File: config.mk
export PLATFORM = sky130hd
export DESIGN_NAME = alu_muldiv_ctrl
export DESIGN_NICKNAME = d
export VERILOG_FILES = /design/src/rtl/alu_pkg.sv /design/src/rtl/muldiv_iter.sv /design/src/rtl/alu_muldiv_ctrl.sv
export SDC_FILE = /design/constraint.sdc
export NUM_CORES = 1
export LEC_CHECK = 0
export CORE_MARGIN = 5
export CORE_UTILIZATION = 50
export DETAILED_ROUTE_END_ITERATION = 7
export PLACE_DENSITY = 0.69
export SLEW_MARGIN = 0
export SYNTH_ARGS = -nofsm -noshare
export SYNTH_HDL_FRONTEND = slang
export SYNTH_SLANG_ARGS = --single-unit
File: constraint.sdc
create_clock -name clk -period 8.09 [get_ports clk]
set_input_delay 2.0225 -clock clk [delete_from_list [all_inputs] [get_ports clk]]
set_output_delay 2.0225 -clock clk [all_outputs]
set_load 0.02 [all_outputs]
File: src/rtl/alu_pkg.sv
// Shared constants for the ALU control / multiply-divide block.
// Holds the ALU control codes, aluop encodings, M-extension funct3 codes,
// funct7 constants, the handshake FSM state encoding and small decode helpers.
package alu_pkg;

    localparam logic [3:0] ALU_AND  = 4'b0000;
    localparam logic [3:0] ALU_OR   = 4'b0001;
    localparam logic [3:0] ALU_ADD  = 4'b0010;
    localparam logic [3:0] ALU_SLL  = 4'b0011;
    localparam logic [3:0] ALU_SLT  = 4'b0100;
    localparam logic [3:0] ALU_SLTU = 4'b0101;
    localparam logic [3:0] ALU_SUB  = 4'b0110;
    localparam logic [3:0] ALU_XOR  = 4'b0111;
    localparam logic [3:0] ALU_SRL  = 4'b1000;
    localparam logic [3:0] ALU_BLT  = 4'b1001;
    localparam logic [3:0] ALU_SRA  = 4'b1010;
    localparam logic [3:0] ALU_BLTU = 4'b1100;
    localparam logic [3:0] ALU_ILL  = 4'b1111;

    localparam logic [1:0] AOP_MEM = 2'b00;
    localparam logic [1:0] AOP_BR  = 2'b01;
    localparam logic [1:0] AOP_R   = 2'b10;
    localparam logic [1:0] AOP_I   = 2'b11;

    localparam logic [2:0] M_MUL    = 3'b000;
    localparam logic [2:0] M_MULH   = 3'b001;
    localparam logic [2:0] M_MULHSU = 3'b010;
    localparam logic [2:0] M_MULHU  = 3'b011;
    localparam logic [2:0] M_DIV    = 3'b100;
    localparam logic [2:0] M_DIVU   = 3'b101;
    localparam logic [2:0] M_REM    = 3'b110;
    localparam logic [2:0] M_REMU   = 3'b111;

    localparam logic [6:0] F7_BASE   = 7'b0000000;
    localparam logic [6:0] F7_ALT    = 7'b0100000;
    localparam logic [6:0] F7_MULDIV = 7'b0000001;

    typedef enum logic [1:0] {
        ST_IDLE = 2'b00,
        ST_CALC = 2'b01,
        ST_DONE = 2'b10
    } md_state_e;

    // Base integer op selected by funct3 alone (shared by R-type and I-type).
    function automatic logic [3:0] base_op(input logic [2:0] f3);
        logic [3:0] code;
        case (f3)
            3'b000:  code = ALU_ADD;
            3'b001:  code = ALU_SLL;
            3'b010:  code = ALU_SLT;
            3'b011:  code = ALU_SLTU;
            3'b100:  code = ALU_XOR;
            3'b101:  code = ALU_SRL;
            3'b110:  code = ALU_OR;
            3'b111:  code = ALU_AND;
            default: code = ALU_ILL;
        endcase
        return code;
    endfunction

    // Operand A is treated as two's complement (MUL low half is sign-agnostic).
    function automatic logic op_signed_a(input logic [2:0] op);
        return (op == M_MUL) || (op == M_MULH) || (op == M_MULHSU) ||
               (op == M_DIV) || (op == M_REM);
    endfunction

    // Operand B is treated as two's complement.
    function automatic logic op_signed_b(input logic [2:0] op);
        return (op == M_MUL) || (op == M_MULH) || (op == M_DIV) || (op == M_REM);
    endfunction

endpackage

File: src/rtl/muldiv_iter.sv
// Iterative multiply/divide datapath.
// Operands are latched as magnitudes plus sign flags on i_start; every cycle
// while the counter is non-zero UNROLL result bits are produced (shift-add
// multiply, restoring divide). o_res_nxt is the sign-corrected, hi/lo selected
// result that the accumulator will hold after this cycle's step, so the
// controller can register it on the final step. Divide-by-zero and signed
// overflow are recognised combinationally from the raw inputs (o_special).
// Ports: clk, rst_n, i_start, i_abort, i_op (funct3), i_a, i_b,
//        o_special, o_special_res, o_last (final step this cycle), o_res_nxt.
module muldiv_iter
    import alu_pkg::*;
#(
    parameter int XLEN   = 32,
    parameter int UNROLL = 1
) (
    input  logic            clk,
    input  logic            rst_n,
    input  logic            i_start,
    input  logic            i_abort,
    input  logic [2:0]      i_op,
    input  logic [XLEN-1:0] i_a,
    input  logic [XLEN-1:0] i_b,
    output logic            o_special,
    output logic [XLEN-1:0] o_special_res,
    output logic            o_last,
    output logic [XLEN-1:0] o_res_nxt
);
    localparam int STEPS = XLEN / UNROLL;
    localparam int CW    = $clog2(STEPS + 1);
    localparam logic [CW-1:0]   CNT_LOAD = CW'(STEPS);
    localparam logic [XLEN-1:0] SMIN     = {1'b1, {(XLEN-1){1'b0}}};
    localparam logic [XLEN-1:0] ONES     = {XLEN{1'b1}};

    logic [CW-1:0]     r_cnt;
    logic [2:0]        r_op;
    logic [XLEN-1:0]   r_ma;
    logic [XLEN-1:0]   r_mb;
    logic              r_neg_main;
    logic              r_neg_rem;
    logic [2*XLEN-1:0] r_acc;

    logic              w_a_sgn;
    logic              w_b_sgn;
    logic [XLEN-1:0]   w_ma;
    logic [XLEN-1:0]   w_mb;
    logic              w_dz;
    logic              w_ovf;
    logic [XLEN-1:0]   w_hi;
    logic [XLEN-1:0]   w_lo;
    logic [XLEN:0]     w_sum;
    logic [XLEN:0]     w_trial;
    logic [2*XLEN-1:0] w_prod;
    logic [XLEN-1:0]   w_quot;
    logic [XLEN-1:0]   w_rem;

    assign w_a_sgn = op_signed_a(i_op) & i_a[XLEN-1];
    assign w_b_sgn = op_signed_b(i_op) & i_b[XLEN-1];
    assign w_ma    = w_a_sgn ? -i_a : i_a;
    assign w_mb    = w_b_sgn ? -i_b : i_b;
    assign o_last  = (r_cnt == CW'(1));

    // Early-out cases: divide by zero, and the one signed quotient that overflows.
    always_comb begin
        w_dz          = i_op[2] && (i_b == {XLEN{1'b0}});
        w_ovf         = ((i_op == M_DIV) || (i_op == M_REM)) && (i_a == SMIN) && (i_b == ONES);
        o_special     = w_dz | w_ovf;
        o_special_res = {XLEN{1'b0}};
        if (w_dz) begin
            o_special_res = i_op[1] ? i_a : ONES;
        end else if (w_ovf) begin
            o_special_res = i_op[1] ? {XLEN{1'b0}} : SMIN;
        end else begin
            o_special_res = {XLEN{1'b0}};
        end
    end

    // UNROLL iterations of shift-add (multiply) or restoring subtract (divide).
    always_comb begin
        w_hi    = r_acc[2*XLEN-1:XLEN];
        w_lo    = r_acc[XLEN-1:0];
        w_sum   = {(XLEN+1){1'b0}};
        w_trial = {(XLEN+1){1'b0}};
        for (int u = 0; u < UNROLL; u++) begin
            if (r_op[2] == 1'b0) begin
                // {hi,lo} holds partial product above the unconsumed multiplier bits.
                w_sum = {1'b0, w_hi} + (w_lo[0] ? {1'b0, r_ma} : {(XLEN+1){1'b0}});
                w_lo  = {w_sum[0], w_lo[XLEN-1:1]};
                w_hi  = w_sum[XLEN:1];
            end else begin
                // hi is the partial remainder, lo shifts dividend out / quotient in.
                w_trial = {w_hi, w_lo[XLEN-1]};
                w_lo    = {w_lo[XLEN-2:0], 1'b0};
                if (w_trial >= {1'b0, r_mb}) begin
                    w_trial = w_trial - {1'b0, r_mb};
                    w_lo[0] = 1'b1;
                end else begin
                    w_lo[0] = 1'b0;
                end
                w_hi = w_trial[XLEN-1:0];
            end
        end
    end

    assign w_prod = r_neg_main ? -{w_hi, w_lo} : {w_hi, w_lo};
    assign w_quot = r_neg_main ? -w_lo : w_lo;
    assign w_rem  = r_neg_rem  ? -w_hi : w_hi;

    // Final result selection from the post-step accumulator.
    always_comb begin
        case (r_op)
            M_MUL:                     o_res_nxt = w_prod[XLEN-1:0];
            M_MULH, M_MULHSU, M_MULHU: o_res_nxt = w_prod[2*XLEN-1:XLEN];
            M_DIV, M_DIVU:             o_res_nxt = w_quot;
            M_REM, M_REMU:             o_res_nxt = w_rem;
            default:                   o_res_nxt = {XLEN{1'b0}};
        endcase
    end

    // Operand latch, iteration counter and accumulator.
    always_ff @(posedge clk or negedge rst_n) begin
        if (!rst_n) begin
            r_cnt      <= {CW{1'b0}};
            r_op       <= 3'b000;
            r_ma       <= {XLEN{1'b0}};
            r_mb       <= {XLEN{1'b0}};
            r_neg_main <= 1'b0;
            r_neg_rem  <= 1'b0;
            r_acc      <= {(2*XLEN){1'b0}};
        end else if (i_abort) begin
            r_cnt <= {CW{1'b0}};
        end else if (i_start) begin
            r_cnt      <= CNT_LOAD;
            r_op       <= i_op;
            r_ma       <= w_ma;
            r_mb       <= w_mb;
            r_neg_main <= w_a_sgn ^ w_b_sgn;
            r_neg_rem  <= w_a_sgn;
            r_acc      <= {{XLEN{1'b0}}, (i_op[2] ? w_ma : w_mb)};
        end else if (r_cnt != {CW{1'b0}}) begin
            r_cnt <= r_cnt - CW'(1);
            r_acc <= {w_hi, w_lo};
        end else begin
            r_cnt <= r_cnt;
        end
    end

endmodule

File: src/rtl/alu_muldiv_ctrl.sv
// ALU control decode with an iterative RV32M/RV64M multiply/divide engine.
// Base/branch ops decode combinationally to a 4-bit ALU code; M ops are run
// by muldiv_iter under an IDLE/CALC/DONE handshake that stalls the core.
// Ports: clk, rst_n, valid_i, aluop_i, funct7_i, funct3_i, rs1_i, rs2_i,
//        flush_i (inputs); alu_ctrl_o, illegal_o, md_sel_o (combinational),
//        stall_o, md_done_o, md_result_o (handshake / registered result).
module alu_muldiv_ctrl
    import alu_pkg::*;
#(
    parameter int XLEN   = 32,
    parameter int UNROLL = 1
) (
    input  logic            clk,
    input  logic            rst_n,
    input  logic            valid_i,
    input  logic [1:0]      aluop_i,
    input  logic [6:0]      funct7_i,
    input  logic [2:0]      funct3_i,
    input  logic [XLEN-1:0] rs1_i,
    input  logic [XLEN-1:0] rs2_i,
    input  logic            flush_i,
    output logic [3:0]      alu_ctrl_o,
    output logic            illegal_o,
    output logic            md_sel_o,
    output logic            stall_o,
    output logic            md_done_o,
    output logic [XLEN-1:0] md_result_o
);
    md_state_e       r_state;
    md_state_e       w_state_nxt;
    logic            r_done;
    logic [XLEN-1:0] r_result;
    logic            w_accept;
    logic            w_load_special;
    logic            w_load_calc;
    logic            w_special;
    logic [XLEN-1:0] w_special_res;
    logic            w_last;
    logic [XLEN-1:0] w_res_nxt;

    // Instruction decode; anything unrecognised falls to ALU_ILL.
    always_comb begin
        alu_ctrl_o = ALU_ILL;
        illegal_o  = 1'b1;
        md_sel_o   = 1'b0;
        case (aluop_i)
            AOP_MEM: begin
                alu_ctrl_o = ALU_ADD;
                illegal_o  = 1'b0;
            end
            AOP_BR: begin
                illegal_o = 1'b0;
                case (funct3_i)
                    3'b000, 3'b001: alu_ctrl_o = ALU_SUB;
                    3'b100, 3'b101: alu_ctrl_o = ALU_BLT;
                    3'b110, 3'b111: alu_ctrl_o = ALU_BLTU;
                    default: begin
                        alu_ctrl_o = ALU_ILL;
                        illegal_o  = 1'b1;
                    end
                endcase
            end
            AOP_R: begin
                if (funct7_i == F7_BASE) begin
                    alu_ctrl_o = base_op(funct3_i);
                    illegal_o  = 1'b0;
                end else if (funct7_i == F7_ALT && funct3_i == 3'b000) begin
                    alu_ctrl_o = ALU_SUB;
                    illegal_o  = 1'b0;
                end else if (funct7_i == F7_ALT && funct3_i == 3'b101) begin
                    alu_ctrl_o = ALU_SRA;
                    illegal_o  = 1'b0;
                end else if (funct7_i == F7_MULDIV) begin
                    // ALU result is unused for M ops; keep a benign code.
                    alu_ctrl_o = ALU_ADD;
                    illegal_o  = 1'b0;
                    md_sel_o   = 1'b1;
                end else begin
                    alu_ctrl_o = ALU_ILL;
                    illegal_o  = 1'b1;
                end
            end
            AOP_I: begin
                // Only the shift immediates carry meaning in funct7.
                if (funct3_i == 3'b001 && funct7_i == F7_BASE) begin
                    alu_ctrl_o = ALU_SLL;
                    illegal_o  = 1'b0;
                end else if (funct3_i == 3'b101 && funct7_i == F7_BASE) begin
                    alu_ctrl_o = ALU_SRL;
                    illegal_o  = 1'b0;
                end else if (funct3_i == 3'b101 && funct7_i == F7_ALT) begin
                    alu_ctrl_o = ALU_SRA;
                    illegal_o  = 1'b0;
                end else if (funct3_i != 3'b001 && funct3_i != 3'b101) begin
                    alu_ctrl_o = base_op(funct3_i);
                    illegal_o  = 1'b0;
                end else begin
                    alu_ctrl_o = ALU_ILL;
                    illegal_o  = 1'b1;
                end
            end
            default: begin
                alu_ctrl_o = ALU_ILL;
                illegal_o  = 1'b1;
            end
        endcase
    end

    // Next-state logic; flush overrides everything including a same-cycle accept.
    always_comb begin
        w_state_nxt    = r_state;
        w_accept       = 1'b0;
        w_load_special = 1'b0;
        w_load_calc    = 1'b0;
        if (flush_i) begin
            w_state_nxt = ST_IDLE;
        end else begin
            case (r_state)
                ST_IDLE: begin
                    if (valid_i && md_sel_o) begin
                        w_accept       = 1'b1;
                        w_load_special = w_special;
                        w_state_nxt    = w_special ? ST_DONE : ST_CALC;
                    end else begin
                        w_state_nxt = ST_IDLE;
                    end
                end
                ST_CALC: begin
                    if (w_last) begin
                        w_load_calc = 1'b1;
                        w_state_nxt = ST_DONE;
                    end else begin
                        w_state_nxt = ST_CALC;
                    end
                end
                ST_DONE: w_state_nxt = ST_IDLE;
                default: w_state_nxt = ST_IDLE;
            endcase
        end
    end

    // State, done pulse and result registers.
    always_ff @(posedge clk or negedge rst_n) begin
        if (!rst_n) begin
            r_state  <= ST_IDLE;
            r_done   <= 1'b0;
            r_result <= {XLEN{1'b0}};
        end else begin
            r_state <= w_state_nxt;
            r_done  <= (w_state_nxt == ST_DONE);
            if (w_load_special) begin
                r_result <= w_special_res;
            end else if (w_load_calc) begin
                r_result <= w_res_nxt;
            end else begin
                r_result <= r_result;
            end
        end
    end

    assign stall_o     = ((r_state == ST_IDLE) && valid_i && md_sel_o) || (r_state == ST_CALC);
    assign md_done_o   = r_done;
    assign md_result_o = r_result;

    muldiv_iter #(
        .XLEN   (XLEN),
        .UNROLL (UNROLL)
    ) u_iter (
        .clk           (clk),
        .rst_n         (rst_n),
        .i_start       (w_accept & ~w_special),
        .i_abort       (flush_i),
        .i_op          (funct3_i),
        .i_a           (rs1_i),
        .i_b           (rs2_i),
        .o_special     (w_special),
        .o_special_res (w_special_res),
        .o_last        (w_last),
        .o_res_nxt     (w_res_nxt)
    );

endmodule

Yosys cells after proc, flatten, opt, wreduce, memory -nomap -nowiden
Memory sizes are Yosys's and may differ from the RTL's.
Index checks and enable logic that the tools add are counted.
{"block": "word_totals", "register_bits": 174, "out_inout_bits": 40, "rom_bits": 64, "n_memories": 2, "latch_bits": 0, "ramBits": 0, "input_bits": 80}
{"block": "classes", "bitwise": 7, "multipliers": 0, "n_addsub": 8, "n_mux": 62, "n_lt_le_gt_ge": 1, "n_eq_ne": 25, "n_div": 0, "reduce_logical": 38, "shift": 0}
{"memory": "(no name shown)", "words": 8, "width": 4, "read_ports": 1, "rd_ports_with_merged_regs": 0, "wr": 0, "line": "alu_pkg.sv:47", "text": "case (f3)"}
{"memory": "(no name shown)", "words": 8, "width": 4, "read_ports": 1, "rd_ports_with_merged_regs": 0, "wr": 0, "line": "alu_pkg.sv:47"}
{"operator": "two-way mux 32 bit", "count": 15}
{"operator": "two-way mux 64 bit", "count": 3}
{"operator": "negator 32 bit", "count": 4}
{"operator": "one-hot mux 32 bit (4 select lines)", "count": 1}
{"operator": "== test 32 bit, second input constant", "count": 2}
{"operator": "negator 64 bit", "count": 1}
{"operator": "adder 32 x 32 -> 33 bit", "count": 1}
{"operator": ">= comparator 33 x 32 -> 1 bit", "count": 1}
{"operator": "zero test 32 bit", "count": 1}
{"operator": "two-way mux 4 bit", "count": 8}
{"operator": "subtractor 32 bit", "count": 1}
{"operator": "== test 3 bit, second input constant", "count": 8}
{"operator": "two-way mux 1 bit", "count": 24}
{"operator": "two-way mux 6 bit", "count": 3}
{"operator": "one-hot mux 4 bit (4 select lines)", "count": 1}
{"operator": "one-hot mux 4 bit (3 select lines)", "count": 1}
{"operator": "logical AND 1 bit", "count": 11}
{"operator": "OR reduction 2 bit", "count": 5}
{"operator": "== test 3 x 2 -> 1 bit, second input constant", "count": 3}
{"operator": "logical OR 1 bit", "count": 8}
{"operator": "two-way mux 2 bit", "count": 4}
{"operator": "== test 7 x 1 -> 1 bit, second input constant", "count": 1}
{"operator": "== test 7 x 6 -> 1 bit, second input constant", "count": 1}
{"operator": "zero test 7 bit", "count": 1}
{"operator": "21 further kinds", "count": 32}

Depth between registers and ports, before layout
Gate-level depths: netlist (run 1).
{"block": "logic_depth", "word_depth": 13, "depth_mapped": 23, "depth_no_buf": 20}

Cells and area by module
From an unflattened synthesis (run 1), not the netlist that was laid out.
{"block": "unflattened", "hier_cells": 2333, "hier_area_um2": 17570.6}
{"module": "muldiv_iter", "n_inst": 1, "area_per_inst_um2": 15587.4, "cells_each": 2120, "seq_area_each_um2": 3478.3}
{"module": "alu_muldiv_ctrl", "n_inst": 1, "area_per_inst_um2": 1983.2, "cells_each": 213, "seq_area_each_um2": 875.8}

Worst setup path after synthesis (run 1)
No wires, ideal clock.
{"block": "synth_path", "path_kind": "input port to output port", "start": "input port funct7_i[3]", "end": "output port stall_o", "path_stages": 6, "required_time_ns": 6.068, "path_slack_ns": 2.472, "arrival_ns": 3.596, "cell_sequence": "or4_1 nor2_1 nand3_1 nor2_1 nand3_1 nand2_1"}
{"block": "synth_between", "elab_chain_len": 8, "elab_cells_between_ends": 12, "classes_between": "eq/ne (2); mux (5); reduce/logical (5)"}
{"element": "start: declaration", "line": "alu_muldiv_ctrl.sv:17", "text": "input logic [6:0] funct7_i,"}
{"element": "== test 7 x 1 -> 1 bit / == test 7 x 6 -> 1 bit (equally long branches)", "line": "alu_muldiv_ctrl.sv:73, alu_muldiv_ctrl.sv:67, alu_muldiv_ctrl.sv:70"}
{"element": "two-way mux 1 bit / logical AND 1 bit (equally long branches)", "line": "alu_muldiv_ctrl.sv:73, alu_muldiv_ctrl.sv:70"}
{"element": "two-way mux 1 bit", "line": "alu_muldiv_ctrl.sv:70", "text": "end else if (funct7_i == F7_ALT && funct3_i == 3'b101) begin"}
{"element": "two-way mux 1 bit", "line": "alu_muldiv_ctrl.sv:67", "text": "end else if (funct7_i == F7_ALT && funct3_i == 3'b000) begin"}
{"element": "two-way mux 1 bit *", "line": "alu_muldiv_ctrl.sv:64", "text": "if (funct7_i == F7_BASE) begin"}
{"element": "two-way mux 1 bit *", "line": "alu_muldiv_ctrl.sv:46", "text": "case (aluop_i)"}
{"element": "via md_sel_o", "line": "alu_muldiv_ctrl.sv:24", "text": "output logic md_sel_o,"}
{"element": "logical AND 1 bit *", "line": "alu_muldiv_ctrl.sv:161", "text": "assign stall_o = ((r_state == ST_IDLE) && valid_i && md_sel_o) || (r_state == ST_CALC);"}
{"element": "logical OR 1 bit *", "line": "alu_muldiv_ctrl.sv:161"}
{"element": "end: declaration", "line": "alu_muldiv_ctrl.sv:25", "text": "output logic stall_o,"}
The timed path passes the listed nets; every way through them passes the cells marked *.

Worst setup path after layout (run 1)
{"block": "layout_path", "start": "input port rs1_i[6]", "end": "register u_iter.r_acc[36]"}
{"block": "layout_between", "elab_chain_len": 8, "elab_cells_between_ends": 9, "classes_between": "eq/ne (1); mux (1); bitwise (3); reduce/logical (4)"}
{"element": "start: declaration", "line": "alu_muldiv_ctrl.sv:19", "text": "input logic [XLEN-1:0] rs1_i,"}
{"element": "== test 32 bit *", "line": "muldiv_iter.sv:65", "text": "w_ovf = ((i_op == M_DIV) || (i_op == M_REM)) && (i_a == SMIN) && (i_b == ONES);"}
{"element": "logical AND 1 bit * (2 in series)", "line": "muldiv_iter.sv:65"}
{"element": "bitwise OR 1 bit *", "line": "muldiv_iter.sv:66", "text": "o_special = w_dz | w_ovf;"}
{"element": "inverter 1 bit *", "line": "alu_muldiv_ctrl.sv:171", "text": ".i_start (w_accept & ~w_special),"}
{"element": "AND 1 bit *", "line": "alu_muldiv_ctrl.sv:171"}
{"element": "nonzero test 2 bit (no line)"}
{"element": "AND reduction 2 bit (no line)"}
{"element": "end signal: assignment", "line": "muldiv_iter.sv:128", "text": "r_acc <= {(2*XLEN){1'b0}};"}
{"element": "end signal: assignment", "line": "muldiv_iter.sv:138", "text": "r_acc <= {{XLEN{1'b0}}, (i_op[2] ? w_ma : w_mb)};"}
{"element": "end signal: assignment", "line": "muldiv_iter.sv:141", "text": "r_acc <= {w_hi, w_lo};"}
{"element": "end: declaration", "line": "muldiv_iter.sv:40", "text": "logic [2*XLEN-1:0] r_acc;"}
Every way passes the cells marked *; elsewhere a longest branch is shown, timed or not.
A chain may end at the register's enable or synchronous reset.

==> qor.log, run 1 <==
[synthesis] leading area contributor after synthesis sky130_fd_sc_hd__dfrtp_1
[synthesis] number of synthesized flops with an enable pin 0
[place] last weighted congestion value of the routability-driven placer 1.02
[pwr] peak supply drop 0.414 mV
[synthesis] synthesized instance count 2285
[route] first-iteration detailed-routing DRC count 2064
[sta] final clock period utilization by the worst path 84.2%
[route] detailed-route wire length 75.4 mm
[sta] pins over their slew limit 0
[route] routed vias 18600
[sta] minimum period implied by the final worst setup slack 6.81 ns
[die] height of the die 197 um
[layout] number of diodes 0
[synthesis] sequential area share after synthesis 24.9%
[route] post-detailed-route count of antenna-violating nets 0
[route] Detailed Routing Iterations Pass 1 8
[layout] share of layout cells above drive strength 1 5.77%
[place] number of port buffers 119
[sta] Fin Setup TNS 0 ns
[global_routing] combined global-route utilization of all metal layers 37.9%
[layout] NumNets Final 2468
[die] # rows 68
[synthesis] area share of and/or/nand/nor cells after synthesis 23.5%
[pwr] power per cell area 418 nW/um2
[critical_path] type of element capturing the critical path flip-flop
[global_routing] number of antenna violations at the first check in global routing 2
[clocking] CTS sink cnt 174
[critical_path] max incr delay on CP 0.64 ns
[critical_path] cell with the biggest individual delay on the critical path sky130_fd_sc_hd__or4_1
[outcome] result of the run finished, final reports clean
[clocking] CTS tree yes
[sta] RSZ-0062 raised after global routing no
[route] detailed-route wire length per cell 27.1 um
[synthesis] Netlist cell types 111
[critical_path] Critical Path Start Type primary input
[die] die extent in x 197 um
[flow_run] total of max-cap violations 0
[sta] final hold vios 0
[critical_path] startpoint-to-endpoint class of the critical path in2reg
[sta] clk_skew 0.0122 ns
[clocking] clock latency reported for the late side of the worst-skew pair 0.47 ns
[synthesis] Yosys warnings 0
[synthesis] post-synthesis mux area share 4.36%
[layout] Area growth, synth to finish 11.4%
[synthesis] netlist area before placement 17500 um2
[die] placeable core region 34500 um2
[clocking] clock-pin slew on the worst setup and hold paths 0.08 ns
[layout] highest-count cells in the layout ignoring fill and taps sky130_fd_sc_hd__nand2_1 (309), sky130_fd_sc_hd__o21ai_0 (262), sky130_fd_sc_hd__dfrtp_1 (173), sky130_fd_sc_hd__nor2_1 (157), sky130_fd_sc_hd__a21oi_1 (157)
[synthesis] dominant combinational cell family by area after synthesis compound AO/OA/AOI/OAI gates
[synthesis] net count of the mapped netlist 2443
[synthesis] predominant post-synthesis flop cell sky130_fd_sc_hd__dfrtp_1
[pwr] standby leakage power 8.34 nW
[clocking] CTS Hold Bufs 0
[synthesis] share of flip-flops with an asynchronous set or reset 100%
[clocking] buffer type at the clock tree root sky130_fd_sc_hd__clkbuf_16
[sta] measured slew at the worst slew-check pin 1.09 ns
[synthesis] Yosys top cell area share 24.9%
[critical_path] list of cells traversed by the critical path clkdlybuf4s50_1 > or4_1 > or3_1 > nor3_1 > nand3_1 > o21ai_0 > or3_4 > nor4b_1 > or2_2 > buf_12 > nor2_1 > buf_4 > a22o_1
[global_routing] maximum number of pins on one net before global-route repair 100
[critical_path] Crit Path Max Fanout 80
[die] count of boundary I/O pins 120
[route] DRC violations left 0
[synthesis] synthesis-stage register bit count 174
[synthesis] post-synthesis xor/xnor area fraction 8.01%
[synthesis] adder and majority cell fraction of the synthesized area 5.66%
[clocking] largest buffer count on any clock path 2
[synthesis] complex-gate fraction of the synthesized area 28.4%
[sta] count of final setup violators 0
[sta] normalized max-slew margin 27.3%
[clocking] post-CTS repair timing setup buffer count 0
[min_path] worst min-delay path category reg2reg
[clocking] clock buffers created by TritonCTS 17
[critical_path] arrival time of data at the critical path endpoint 7.17 ns
[die] die area 38800 um2
[clocking] deepest level of the CTS H-tree 4
[place] dpl hpwl 59.4 mm
[route] drt via density 6.69
[clocking] Resized Gates After CTS 0
[synthesis] synth top area cells sky130_fd_sc_hd__dfrtp_1 (25%), sky130_fd_sc_hd__o21ai_0 (7.6%), sky130_fd_sc_hd__nand2_1 (6.6%)
[place] post-place instance area 18900 um2
[synthesis] syn_area_per_cell 7.66 um2
[die] Starting Density 50.6%
[sta] Highest Clock Rate 147 MHz
[global_routing] leftover overflow at the end of global routing 0
[critical_path] cell class contributing the biggest share of worst-path delay simple AND/OR/NAND/NOR gates
[layout] final design instance area without fill 19500 um2
[layout] most frequent standard cell in the layout excluding fill and tap cells sky130_fd_sc_hd__nand2_1
[critical_path] Worst Path Required 8.45 ns
[global_routing] global-route wire length before repair 111 mm
[critical_path] worst path buffer plus inverter count 3
[global_routing] via count of the first global-routing pass 17300
[per-stage QoR]
step | hold WS, ns | utilization [%] | setup WS, ns | instances | power, mW
final | 0.481 | 56.4 | 1.28 | 2777 | 8.14
after detailed placement | 0.466 | 54.6 | 1.07 | 2746 | 7.02
after floorplan | 0.442 | - | 2.47 | 2285 | 5.31
after global routing | 0.500 | 56.4 | 1.04 | 2777 | 8.51
after CTS | 0.482 | 56.4 | 1.40 | 2777 | 7.94
after global placement | 0.456 | 54.6 | 1.31 | 2746 | 6.98
[area by class of cell]
type | instances | area (um2)
clock buffer | 18 | 439
inverter | 70 | 263
sequential | 174 | 4360
clock inverter | 13 | 175
timing repair buffer | 150 | 1430
fill | 3369 | 15100
multi-input combinational | 1897 | 12200
tap | 455 | 569
[sequential cells by signal, summed over array words and instances (netlist names)]
register	cells
u_iter.r_mb	32
u_iter.r_neg_rem	1
u_iter.r_neg_main	1
r_state	2
u_iter.r_cnt	6
md_result_o	32
u_iter.r_acc	64
md_done_o	1
u_iter.r_op	3
u_iter.r_ma	32
[logic make-up (layout without fill, tap and decap cells)]
group	count (synthesis)	count (layout)
AOI/OAI and AO/OA	756	756
xor gates and xnor gates	160	160
muxes	75	75
DFF	174	174
adders and majority gates	78	78
buffers and inverters	214	251
and+or+nand+nor	828	828
[path summary, 6_finish.rpt]
check                            startpoint               end  slack (ns)  cells after the start
max                                rs1_i[6]  u_iter.r_acc[36]        1.28                     13
min                          md_result_o[7]    md_result_o[7]        0.48                      2
max reg2reg                u_iter.r_acc[59]   md_result_o[30]        1.46                     18
min reg2reg                  md_result_o[7]    md_result_o[7]        0.48                      2
max in group asynchronous             rst_n   u_iter.r_acc[1]        5.30                      2
min in group asynchronous             rst_n         md_done_o        1.51                      1
[cells in the mapped netlist (all sizes together) (65+ instances only)]
master / n
nand2: 311
o21ai: 273
dfrtp: 174
a21oi: 159
nor2: 159
clkbuf: 90
xnor2: 90
ha: 76
xor2: 70
inv: 69
nor3: 66
mux2i: 65
[worst min-delay path: stages, from the launching register on]
cell and delay [ns]:
sky130_fd_sc_hd__dfrtp_1 0.35, sky130_fd_sc_hd__nand2_1 0.05, sky130_fd_sc_hd__nand3_1 0.05
[report_power, final]
part           internal (mW)  switching (mW)
Clock                  0.502           0.413
Combinational           1.83            4.23
Sequential             0.991           0.174
[metal layers]
metal,up-vias,global-route usage [%],routed length [um]
met5,-,0,14
met4,4,17.6,4220
met3,234,8.85,7860
met2,1134,57.5,32500
met1,8857,51.5,30800
li1,8357,-,-
Note: power is estimated with default switching activity, not from simulation.
==> run 2: changes to the inputs <==
==> constraint.sdc (replaced) <==
create_clock -name clk -period 6.5 [get_ports clk]
set_input_delay 1.625 -clock clk [delete_from_list [all_inputs] [get_ports clk]]
set_output_delay 1.625 -clock clk [all_outputs]
set_load 0.02 [all_outputs]
==> run 2 against run 1 <==
Effect of this change: utilization grew 0.60 points; critical path depth decreased by 6; worst hold slack about the same; sequential power increased by 24%; die area unchanged; largest cell class unchanged; register-to-register slack got worse by 0.39 ns; combinational power up 25%.
==> qor.log, run 2 (synthesized netlist as in run 1, its figures left out) <==
[outcome] result of the run finished, final reports clean
[min_path] worst min-delay path category reg2reg
[clocking] largest buffer count on any clock path 2
[route] post-detailed-route count of antenna-violating nets 0
[critical_path] startpoint-to-endpoint class of the critical path in2out
[global_routing] global-route wire length before repair 110 mm
[clocking] Resized Gates After CTS 0
[sta] minimum period implied by the final worst setup slack 5.76 ns
[clocking] clock latency reported for the late side of the worst-skew pair 0.47 ns
[layout] register with the most flip-flops u_iter.r_acc
[pwr] standby leakage power 8.45 nW
[layout] flip-flop count of the largest register after layout 64
[global_routing] maximum number of pins on one net before global-route repair 201
[pwr] fraction of power consumed by combinational cells 75.1%
[route] drt via density 6.59
[pwr] Net Switching 5.98 mW
[sta] measured slew at the worst slew-check pin 1.18 ns
[global_routing] number of antenna violations at the first check in global routing 0
[global_routing] leftover overflow at the end of global routing 0
[place] Placed Cells 2768
[critical_path] type of element capturing the critical path output pin
[route] DRC violations left 0
[critical_path] arrival time of data at the critical path endpoint 4.13 ns
[layout] Area growth, synth to finish 12.6%
[sta] pins over their slew limit 0
[pwr] cell-internal power 4.13 mW
[sta] normalized max-slew margin 21.4%
[clocking] clock buffers created by TritonCTS 17
[sta] RSZ-0062 raised after global routing no
[place] number of port buffers 119
[clocking] post-CTS repair timing setup buffer count 0
[die] die area 38800 um2
[critical_path] Crit Path Max Fanout 3
[clocking] CTS Hold Bufs 0
[route] detailed-route wire length 74.3 mm
[layout] highest-count cells in the layout ignoring fill and taps sky130_fd_sc_hd__nand2_1 (309), sky130_fd_sc_hd__o21ai_0 (262), sky130_fd_sc_hd__dfrtp_1 (173), sky130_fd_sc_hd__nor2_1 (157), sky130_fd_sc_hd__a21oi_1 (157)
[global_routing] global route hottest layer met2
[die] Starting Density 50.6%
[die] die extent in x 197 um
[layout] number of diodes 0
[clocking] buffer type at the clock tree root sky130_fd_sc_hd__clkbuf_16
[flow_run] total of max-cap violations 0
[clocking] CTS sink cnt 174
[route] Detailed Routing Iterations Pass 1 6
[pwr] share of total power in sequential cells 14.3%
[sta] Hold Slack 0.481 ns
[min_path] Worst Hold Depth 2
[route] routed vias 18500
[layout] non-filler cells in the finished layout 2800
[clocking] CTS tree yes
[place] dpl hpwl 59.6 mm
[die] height of the die 197 um
[sta] count of final setup violators 0
[pwr] power per cell area 513 nW/um2
[route] detailed-route wire length per cell 26.6 um
[global_routing] met3 track demand over resource 7.61%
[layout] NumNets Final 2490
[sta] Fin Setup TNS 0 ns
[global_routing] combined global-route utilization of all metal layers 37.3%
[global_routing] global routing usage on met1 50.8%
[sta] final hold vios 0
[die] count of boundary I/O pins 120
[critical_path] Worst Path Required 4.88 ns
[sta] clk_skew 0.0118 ns
[layout] most frequent standard cell in the layout excluding fill and tap cells sky130_fd_sc_hd__nand2_1
[place] last weighted congestion value of the routability-driven placer 1.05
[pwr] Clk pwr share 10.6%
[sta] Highest Clock Rate 174 MHz
[clocking] clock-pin slew on the worst setup and hold paths 0.07 ns
[layout] share of layout cells above drive strength 1 6.65%
[global_routing] via count of the first global-routing pass 17500
[pwr] peak supply drop 0.466 mV
[route] first-iteration detailed-routing DRC count 2645
[sta] final clock period utilization by the worst path 88.6%
[critical_path] Critical Path Start Type primary input
[die] placeable core region 34500 um2
[global_routing] met2 track demand over resource in global routing 57.3%
[pwr] switching share of power 59.1%
[die] # rows 68
[critical_path] FF-to-FF path depth 17
[clocking] deepest level of the CTS H-tree 4
run 2: cell count changes in the layout (fill, tap and decap cells not counted), sizes merged:
| cell | before | now |
|---|---|---|
| clkinv | 3 | 7 |
| clkinvlp | 0 | 1 |
| clkbuf | 18 | 17 |
| bufinv | 3 | 0 |
| buf | 33 | 55 |
run 2: critical path: stages:
cell and delay (ns):
sky130_fd_sc_hd__clkdlybuf4s50_1 0.40, sky130_fd_sc_hd__or4_1 0.60, sky130_fd_sc_hd__nor3_1 0.26, sky130_fd_sc_hd__o21ai_0 0.21, sky130_fd_sc_hd__a41o_1 0.24, sky130_fd_sc_hd__a32o_1 0.25
sky130_fd_sc_hd__clkdlybuf4s50_1 0.54
run 2: per-stage QoR:
step                      worst slack (ns)  area (um2)  power (mW)  util (%)
final                                0.741       19700        10.1      57.0
after global routing                 0.597       19700        10.6      57.0
after CTS                            0.723       19700        9.82      57.0
after detailed placement             0.733       19100        8.74      55.2
after global placement               0.715       19100        8.68      55.2
after floorplan                       1.68       17500        6.61         -
run 2: area by class of cell:
class | instances | area [um2]
clock buffer | 17 | 425
clock inverter | 15 | 188
fill | 3338 | 14900
inverter | 70 | 263
multi-input combinational | 1897 | 12200
sequential | 174 | 4360
tap | 455 | 569
timing repair buffer | 172 | 1650
run 2: per-layer routing:
| layer | share of wire (%) | vias up | wire length (um) |
|---|---|---|---|
| li1 | - | 8398 | - |
| met1 | 41 | 8750 | 30600 |
| met2 | 43 | 1101 | 32200 |
| met3 | 9.7 | 203 | 7230 |
| met4 | 5.8 | 0 | 4290 |
| met5 | 0 | - | 0 |
run 2: worst paths after layout:
path,endpoint,slack [ns],from
min in group asynchronous,md_result_o[24],1.14,rst_n
setup reg to reg,md_result_o[24],1.07,u_iter.r_acc[0]
hold / removal,u_iter.r_ma[26],0.48,u_iter.r_ma[26]
setup / recovery,alu_ctrl_o[3],0.74,funct7_i[3]
hold reg to reg,u_iter.r_ma[26],0.48,u_iter.r_ma[26]
max in group asynchronous,u_iter.r_mb[9],4.28,rst_n
run 2: power by group through the flow:
stage / logic, mW / clock network, mW / registers [mW]
after floorplan: 5.21 / 0 / 1.39
after global routing: 7.99 / 1.12 / 1.46
after global placement: 7.23 / 0 / 1.45
final: 7.59 / 1.07 / 1.45
after CTS: 7.30 / 1.08 / 1.44
after detailed placement: 7.28 / 0 / 1.46
==> run 3: changes to the inputs <==
--- a/config.mk
+++ b/config.mk
@@ -5,10 +5,11 @@
 export SDC_FILE = /design/constraint.sdc
 export NUM_CORES = 1
 export LEC_CHECK = 0
-export CORE_MARGIN = 5
+export CORE_MARGIN = 2
 export CORE_UTILIZATION = 50
 export DETAILED_ROUTE_END_ITERATION = 7
 export PLACE_DENSITY = 0.69
+export SETUP_SLACK_MARGIN = 0.3
 export SLEW_MARGIN = 0
 export SYNTH_ARGS = -nofsm -noshare
 export SYNTH_HDL_FRONTEND = slang
==> run 3 against run 2 <==
Effect of this change: non-clock buffer count fell by 2; register-to-register slack got worse by 0.25 ns; design area fell by 0.41%.
==> qor.log, run 3 (synthesized netlist as in run 1, its figures left out) <==
[global_routing] number of antenna violations at the first check in global routing 1
[clocking] clock latency reported for the late side of the worst-skew pair 0.47 ns
[layout] register with the most flip-flops u_iter.r_acc
[critical_path] type of element capturing the critical path output pin
[clocking] buffer type at the clock tree root sky130_fd_sc_hd__clkbuf_16
[clocking] clock buffers created by TritonCTS 17
[place] post-place instance area 19000 um2
[die] die extent in x 191 um
[flow_run] total of max-cap violations 0
[sta] normalized max-slew margin 33.6%
[route] drt via density 6.79
[global_routing] combined global-route utilization of all metal layers 41.8%
[place] dpl hpwl 59.6 mm
[die] Starting Density 50.8%
[route] DRC violations left 0
[sta] pins over their slew limit 0
[layout] number of diodes 0
[die] height of the die 191 um
[sta] final hold vios 0
[sta] clk_skew 0.0173 ns
[die] # rows 68
[critical_path] arrival time of data at the critical path endpoint 4.17 ns
[route] post-detailed-route count of antenna-violating nets 0
[global_routing] leftover overflow at the end of global routing 0
[pwr] peak supply drop 0.512 mV
[clocking] deepest level of the CTS H-tree 4
[global_routing] global-route wire length before repair 113 mm
[route] routed vias 19000
[layout] NumNets Final 2488
[critical_path] Critical Path Start Type primary input
[layout] final core area utilization 56.9%
[die] count of boundary I/O pins 120
[critical_path] Crit Path Max Fanout 11
[route] first-iteration detailed-routing DRC count 2489
[layout] non-filler cells in the finished layout 2798
[die] die area 36500 um2
[sta] RSZ-0062 raised after global routing no
[sta] final clock period utilization by the worst path 89.1%
[route] detailed-route wire length per cell 27.3 um
[sta] measured slew at the worst slew-check pin 0.991 ns
[route] Detailed Routing Iterations Pass 1 6
[critical_path] cell with the biggest individual delay on the critical path sky130_fd_sc_hd__clkdlybuf4s50_1
[critical_path] startpoint-to-endpoint class of the critical path in2out
[die] placeable core region 34500 um2
[critical_path] list of cells traversed by the critical path clkdlybuf4s50_1 > nor2b_1 > nand3_1 > mux2i_1 > a21oi_1 > a21boi_0 > a221o_1 > clkdlybuf4s50_1
[outcome] result of the run finished, final reports clean
[critical_path] most frequent CP cell sky130_fd_sc_hd__clkdlybuf4s50_1
[place] last weighted congestion value of the routability-driven placer 1.01
[layout] Area growth, synth to finish 12.1%
[clocking] clock-pin slew on the worst setup and hold paths 0.08 ns
[sta] Highest Clock Rate 173 MHz
[global_routing] maximum number of pins on one net before global-route repair 201
[layout] share of layout cells above drive strength 1 6.57%
[layout] most frequent standard cell in the layout excluding fill and tap cells sky130_fd_sc_hd__nand2_1
[place] Placed Cells 2766
[sta] minimum period implied by the final worst setup slack 5.79 ns
[sta] count of final setup violators 0
[clocking] CTS tree yes
[layout] highest-count cells in the layout ignoring fill and taps sky130_fd_sc_hd__nand2_1 (309), sky130_fd_sc_hd__o21ai_0 (262), sky130_fd_sc_hd__dfrtp_1 (173), sky130_fd_sc_hd__nor2_1 (157), sky130_fd_sc_hd__a21oi_1 (157)
[min_path] worst min-delay path category reg2reg
[place] number of port buffers 119
[pwr] power per cell area 521 nW/um2
[global_routing] via count of the first global-routing pass 17900
[clocking] largest buffer count on any clock path 2
[clocking] post-CTS repair timing setup buffer count 0
[clocking] CTS Hold Bufs 0
[layout] flip-flop count of the largest register after layout 64
[clocking] Resized Gates After CTS 0
[clocking] CTS sink cnt 174
[layout] final design instance area without fill 19600 um2
[critical_path] max incr delay on CP 0.73 ns
[route] detailed-route wire length 76.3 mm
[sta] Fin Setup TNS 0 ns
[critical_path] Worst Path Required 4.88 ns
[layout] # fillers 3316
[pwr] standby leakage power 8.42 nW
==> run 3: layout make-up <==
| class | instances | area [um2] | area share [%] |
|---|---|---|---|
| inverter | 70 | 263 | 1.34 |
| multi-input combinational | 1897 | 12200 | 62.4 |
| clock buffer | 17 | 425 | 2.17 |
| sequential | 174 | 4360 | 22.2 |
| timing repair buffer | 170 | 1580 | 8.07 |
| clock inverter | 15 | 171 | 0.874 |
| tap | 455 | 569 | 2.90 |
==> run 3: per-stage QoR <==
stage / setup slack (ns) / total power, mW / hold WS (ns)
3_3_place_gp: 0.737 / 8.79 / 0.454
3_5_place_dp: 0.756 / 8.84 / 0.463
6_report: 0.710 / 10.2 / 0.480
2_1_floorplan: 1.68 / 6.61 / 0.442
4_1_cts: 0.750 / 9.94 / 0.481
5_1_grt: 0.552 / 10.7 / 0.502
==> run 3: power by group <==
part / internal [mW] / switching [mW] / leakage [nW]
Combinational: 2.37 / 5.32 / 5.77
Sequential: 1.23 / 0.215 / 2.36
Clock: 0.520 / 0.562 / 0.293
Total: 4.12 / 6.10 / 8.42
==> run 3: critical path, delay by kind of cell <==
kind	cells	cell delay, ns
buffers and inverters	2	1.29
and+or+nand+nor	2	0.57
AOI/OAI and AO/OA	3	0.50
muxes	1	0.17
==> run 3: worst paths after layout <==
kind | endpoint | slack, ns | cells after the start | startpoint
min in group asynchronous | md_result_o[25] | 1.16 | 1 | rst_n
worst max-delay path | alu_ctrl_o[2] | 0.71 | 8 | funct3_i[0]
worst min-delay path | u_iter.r_ma[27] | 0.48 | 2 | u_iter.r_ma[27]
worst max register to register | md_result_o[31] | 0.82 | 13 | u_iter.r_acc[59]
worst min register to register | u_iter.r_ma[27] | 0.48 | 2 | u_iter.r_ma[27]
max in group asynchronous | u_iter.r_acc[3] | 4.09 | 2 | rst_n
==> run 3: routing by layer <==
| layer | share of wire (%) | global-route usage [%] | up-vias |
|---|---|---|---|
| met1 | 41 | 56.6 | 9114 |
| met2 | 43 | 62.8 | 1239 |
| met5 | 0.021 | 0 | - |
| li1 | - | - | 8416 |
| met3 | 11 | 7.71 | 227 |
| met4 | 6.0 | 23.0 | 2 |
